`src/rtl/jk_cmd_sequencer.sv`:
```
// jk_cmd_sequencer
//   Upstream driver for a JK flip-flop. Commands (hold/clear/set/toggle plus a
//   repeat count) arrive over a valid/ready handshake and are queued in a small
//   FIFO. Each command is replayed as registered j/k levels for its repeat
//   count. The flip-flop output is then checked against the predicted value
//   for one cycle, and any difference is flagged and counted.
//
// Ports
//   clk        system clock, rising edge
//   reset      asynchronous reset, active low
//   cmd_valid  command offered
//   cmd_ready  FIFO has room (registered occupancy only)
//   cmd_op     00 hold, 01 clear, 10 set, 11 toggle
//   cmd_len    drive cycles, 0 treated as 1
//   j, k       registered drive to the flip-flop
//   q_in       flip-flop output fed back
//   busy       command in DRIVE or CHECK
//   done       one-cycle pulse in CHECK
//   mismatch   one-cycle pulse in CHECK when q_in differs from prediction
//   err_count  saturating mismatch counter
module jk_cmd_sequencer #(
   parameter int unsigned DEPTH = 4,
   parameter int unsigned LEN_W = 4
) (
   input  logic             clk,
   input  logic             reset,
   input  logic             cmd_valid,
   output logic             cmd_ready,
   input  logic [1:0]       cmd_op,
   input  logic [LEN_W-1:0] cmd_len,
   output logic             j,
   output logic             k,
   input  logic             q_in,
   output logic             busy,
   output logic             done,
   output logic             mismatch,
   output logic [7:0]       err_count
);

   localparam int unsigned AW = $clog2(DEPTH);

   typedef enum logic [1:0] {IDLE, DRIVE, CHECK} state_t;

   state_t           state, state_nxt;
   logic [LEN_W+1:0] mem [DEPTH];
   logic [AW-1:0]    wr_ptr, rd_ptr;
   logic [AW:0]      count;
   logic             full, empty, push, pop;
   logic [1:0]       head_op;
   logic [LEN_W-1:0] head_len, head_cnt, cnt;
   logic             head_exp, exp_q;

   // ---------------- command FIFO ----------------
   assign full      = (count == (AW+1)'(DEPTH));
   assign empty     = (count == '0);
   assign cmd_ready = !full;
   assign push      = cmd_valid && !full;
   assign pop       = !empty && ((state == IDLE) || (state == CHECK));

   assign {head_op, head_len} = mem[rd_ptr];

   always_ff @(posedge clk) begin
      if (push) mem[wr_ptr] <= {cmd_op, cmd_len};
   end

   always_ff @(posedge clk or negedge reset) begin
      if (!reset) begin
         wr_ptr <= '0;
         rd_ptr <= '0;
         count  <= '0;
      end else begin
         if (push) wr_ptr <= wr_ptr + 1'b1;
         if (pop)  rd_ptr <= rd_ptr + 1'b1;
         case ({push, pop})
            2'b10:   count <= count + 1'b1;
            2'b01:   count <= count - 1'b1;
            default: count <= count;
         endcase
      end
   end

   // ---------------- prediction at pop time ----------------
   assign head_cnt = (head_len == '0) ? LEN_W'(1) : head_len;

   // Toggle parity depends only on the loaded count, so the expected value
   // can be fixed at pop from the q_in sampled on that same edge.
   always_comb begin
      head_exp = q_in;
      case (head_op)
         2'b00:   head_exp = q_in;
         2'b01:   head_exp = 1'b0;
         2'b10:   head_exp = 1'b1;
         default: head_exp = q_in ^ head_cnt[0];
      endcase
   end

   // ---------------- FSM ----------------
   always_ff @(posedge clk or negedge reset) begin
      if (!reset) state <= IDLE;
      else        state <= state_nxt;
   end

   always_comb begin
      state_nxt = state;
      case (state)
         IDLE:    if (!empty) state_nxt = DRIVE;
         DRIVE:   if (cnt == LEN_W'(1)) state_nxt = CHECK;
         CHECK:   state_nxt = empty ? IDLE : DRIVE;
         default: state_nxt = IDLE;
      endcase
   end

   // ---------------- datapath ----------------
   always_ff @(posedge clk or negedge reset) begin
      if (!reset) begin
         cnt       <= '0;
         exp_q     <= 1'b0;
         j         <= 1'b0;
         k         <= 1'b0;
         err_count <= '0;
      end else begin
         if (pop) begin
            cnt   <= head_cnt;
            exp_q <= head_exp;
            j     <= head_op[1];
            k     <= head_op[0];
         end else if (state == DRIVE) begin
            if (cnt == LEN_W'(1)) begin
               j <= 1'b0;
               k <= 1'b0;
            end else begin
               cnt <= cnt - 1'b1;
            end
         end else begin
            j <= 1'b0;
            k <= 1'b0;
         end
         if (mismatch && (err_count != '1)) err_count <= err_count + 1'b1;
      end
   end

   // CHECK lasts exactly one cycle, so the status pulses decode from state.
   assign busy     = (state == DRIVE) || (state == CHECK);
   assign done     = (state == CHECK);
   assign mismatch = done && (q_in != exp_q);

endmodule

```
`config.mk`:
```
export PLATFORM = sky130hd
export DESIGN_NAME = jk_cmd_sequencer
export DESIGN_NICKNAME = d
export VERILOG_FILES = /design/src/rtl/jk_cmd_sequencer.sv
export SDC_FILE = /design/constraint.sdc
export NUM_CORES = 1
export LEC_CHECK = 0
export ABC_AREA = 1
export CORE_UTILIZATION = 51
export DETAILED_ROUTE_END_ITERATION = 7
export GPL_TIMING_DRIVEN = 0
export PLACE_DENSITY = 0.84
export SYNTH_ARGS = -nofsm -noshare
export SYNTH_HDL_FRONTEND = slang
export SYNTH_SLANG_ARGS = --single-unit
```
`constraint.sdc`:
```
create_clock -name clk -period 2.39 [get_ports clk]
set_input_delay 0.478 -clock clk [delete_from_list [all_inputs] [get_ports clk]]
set_output_delay 0.478 -clock clk [all_outputs]
set_load 0.005 [all_outputs]
```
==> impl_metrics.env <==
export IMPL_drtIter0Drc=102
export IMPL_max_freq_ghz=0.437
export IMPL_placed_cell_area_sq_um=2620
export IMPL_required_ns=1.91
export IMPL_finalWirelength_um=4100
export IMPL_yosys_top_cells_area="edfxtp_1, dfrtp_1, nand2_1, ha_1, nor2_1"
export IMPL_grt_pass1_vias=1550
export IMPL_antenna_cells=0
export IMPL_rows=24
export IMPL_grt_first_pass_wirelength_um=6990
export IMPL_crit_fanout=5
export IMPL_dp_hpwl_um=2980
export IMPL_insertion_delay_ns=0.30
export IMPL_synthesis_nets=251
export IMPL_status="finished, final reports clean"
export IMPL_hold_depth=2
export IMPL_die_w_um=69.5
export IMPL_core_area_sq_um=4350
export IMPL_ys_ff_latch=48
export IMPL_nFillCells=337
export IMPL_grtUsageMet3_pct=4.36
export IMPL_ios=24
export IMPL_cts_setup_buffers=0
export IMPL_cts_buffer_depth=2
export IMPL_period_share_pct=95.8
export IMPL_worst_r2r_setup_slack_ns=0.19
export IMPL_cts_sinks=48
export IMPL_avgSynthCellArea_sq_um=10.2
export IMPL_grt_max_degree=25
export IMPL_grt_usage_pct=18.5
export IMPL_via_per_inst=5.10
export IMPL_routedWlPerCell_um=13.2
export IMPL_via_count=1582
export IMPL_reg2reg_depth=9
export IMPL_min_period_ns=2.29
export IMPL_antenna_left=0
export IMPL_cts_resized_gates=0
export IMPL_drive_gt1_share_pct=13.2
export IMPL_worstHoldPathType="flop to flop"
export IMPL_rsz0062_at_grt="no"
export IMPL_switching_power_w=0.00139
export IMPL_synthCells=227
export IMPL_syn_area_sq_um=2320
export IMPL_hold_viol_final=0
export IMPL_crit_path_start_kind="input port"
export IMPL_grt_overflow_total=0
export IMPL_skew_ns=0.00300
export IMPL_worst_slack_ns=0.101
export IMPL_cts_tree="built"
export IMPL_hp_start="k"
export IMPL_p_per_area_nw_per_um2=1300
export IMPL_totalNegativeSetupSlack_ns=0
export IMPL_r2r_start="state[0]"
export IMPL_top_usage_layer="met2"
export IMPL_cap_violations=0
export IMPL_pre_cts_slack_ns=0.0639
export IMPL_root_buffer="clkbuf_8"
export IMPL_max_vdd_ir_drop_mv=0.782
export IMPL_finalSetupViolCount=0
export IMPL_cts_buffers=5
export IMPL_power_clock_fraction_pct=15.9
export IMPL_ys_warn_count=0
export IMPL_die_h_um=69.5
export IMPL_synth_top_area_share_pct=31.0
export IMPL_fp_dieArea_sq_um=4830
export IMPL_antenna_found_initial=0
export IMPL_relSlewSlack_pct=25.6
export IMPL_seqPwrFrac_pct=38.1
export IMPL_switching_share_pct=39.0
export IMPL_synth_top_area_cell="edfxtp_1"
export IMPL_p_int_w=0.00216
export IMPL_drv_slew=0
export IMPL_arrival_ns=1.81
export IMPL_route_detailed_drc=0
export IMPL_grtUsageMet1_pct=24.1
export IMPL_cts_hold_buf=0
export IMPL_p_leak_nw=1.18
export IMPL_initial_core_util_pct=53.4
export IMPL_use_met2_pct=30.3
export IMPL_ys_seq_area_share_pct=56.8
export IMPL_nets=281
export IMPL_port_buffers=23
export IMPL_area_growth_pct=17.3
export IMPL_worstReg2RegEnd="count[2]"
export IMPL_critPathKind="input port to primary output"
export IMPL_fin_area_sq_um=2730
export IMPL_combPwrFrac_pct=45.9
export IMPL_gp_congestion=0.780
export IMPL_clk_pin_slew_worst_paths_ns=0.08
export IMPL_yosysUniqueCellTypes=30
export IMPL_tightest_slew_ns=1.11
export IMPL_htreeDepth=2
export IMPL_hold_end="k"
export IMPL_first_pass_iters=4
export IMPL_cp_end_kind="primary output"
## synth_stat cells
cell type	n
buf_6	1
o221ai_1	3
fa_1	1
nand2_2	5
a21oi_2	1
nand2_1	46
buf_2	1
o211ai_1	1
a21oi_1	3
or2_2	1
o32ai_1	1
ha_1	13
edfxtp_1	24
nand3_2	4
nor3_2	1
clkinv_1	2
o21ai_0	4
inv_2	10
dfrtp_1	24
buf_4	2
xnor2_1	3
nand4_1	1
nor2_1	21
o21ai_1	10
inv_1	19
nand3_1	12
o22a_1	1
nor3_1	1
xor2_1	9
nor2_2	2
## logic make-up (layout without fill, tap and decap cells)
group / after synthesis / after routing / share of synthesized area (%)
fa+ha+maj: 14 / 14 / 7.86
simple gates: 94 / 94 / 18.2
flops: 48 / 48 / 56.8
xor+xnor: 12 / 12 / 4.52
compound gates: 24 / 24 / 6.24
buf+inv: 35 / 66 / 6.35
## power groups by stage
stage	sequential, W	clock (W)	combinational, W
2_1_floorplan	0.00133	0	0.00114
3_3_place_gp	0.00135	0	0.00155
3_5_place_dp	0.00137	0	0.00163
4_1_cts	0.00136	0.000574	0.00164
5_1_grt	0.00139	0.000604	0.00185
6_report	0.00135	0.000565	0.00163
## layout by cell type, fill, tap and decap left out, drive strengths merged, types with 2 or more instances in the layout
cell type,n
inv,29
nor3,2
clkdlybuf4s50,23
o221ai,3
xnor2,3
nor2,23
nand2,51
clkbuf,5
nand3,16
a21oi,4
xor2,9
buf,4
o21ai,14
clkinv,4
dfrtp,24
ha,13
edfxtp,24
## cell type report
cell class / instances / area (sq um) / area share (%)
clock buffer: 5 / 68.8 / 2.52
clock inverter: 3 / 37.5 / 1.38
multi-input combinational: 144 / 856 / 31.4
tap: 52 / 65.1 / 2.39
timing repair buffer: 23 / 230 / 8.44
buffer: 4 / 31.3 / 1.15
inverter: 31 / 116 / 4.27
sequential: 48 / 1320 / 48.5
## through the flow
stage	power, W	util [%]	hold WS [ns]	cells
CTS	0.00357	62.6	0.517	310
detailed placement	0.00300	60.2	0.496	302
finish	0.00355	62.6	0.515	310
global route	0.00384	62.6	0.545	310
floorplan	0.00247	-	0.182	227
global placement	0.00291	60.2	0.491	302
## registers in the layout, indices dropped and copies added (netlist names), 2 cells and up
signal     count
cnt            4
count          3
mem           24
state          2
wr_ptr         2
rd_ptr         2
err_count      8
## worst max-delay path: stages
cell and delay [ns]:
clkdlybuf4s50_1 0.50, nand2_1 0.12, nand2_1 0.06, nor2_2 0.13, clkdlybuf4s50_1 0.52
## routing by layer
| metal | part of all wire [%] | vias to the layer above |
|---|---|---|
| met5 | 0 | - |
| met4 | 1.2 | 0 |
| met3 | 2.1 | 5 |
| met2 | 51 | 13 |
| met1 | 46 | 768 |
| li1 | - | 796 |
## worst max path at each step
stage | end | cells after the start | slack (ns) | startpoint
2_1_floorplan | count[2] | 9 | 0.40 | state[0]
3_3_place_gp | count[2] | 7 | 0.10 | cmd_valid
3_5_place_dp | count[2] | 7 | 0.06 | cmd_valid
4_1_cts | mismatch | 5 | 0.10 | q_in
5_1_grt | count[2] | 9 | 0.02 | state[0]
6_report | mismatch | 5 | 0.10 | q_in
No activity file was read; power rests on OpenSTA's default activity.
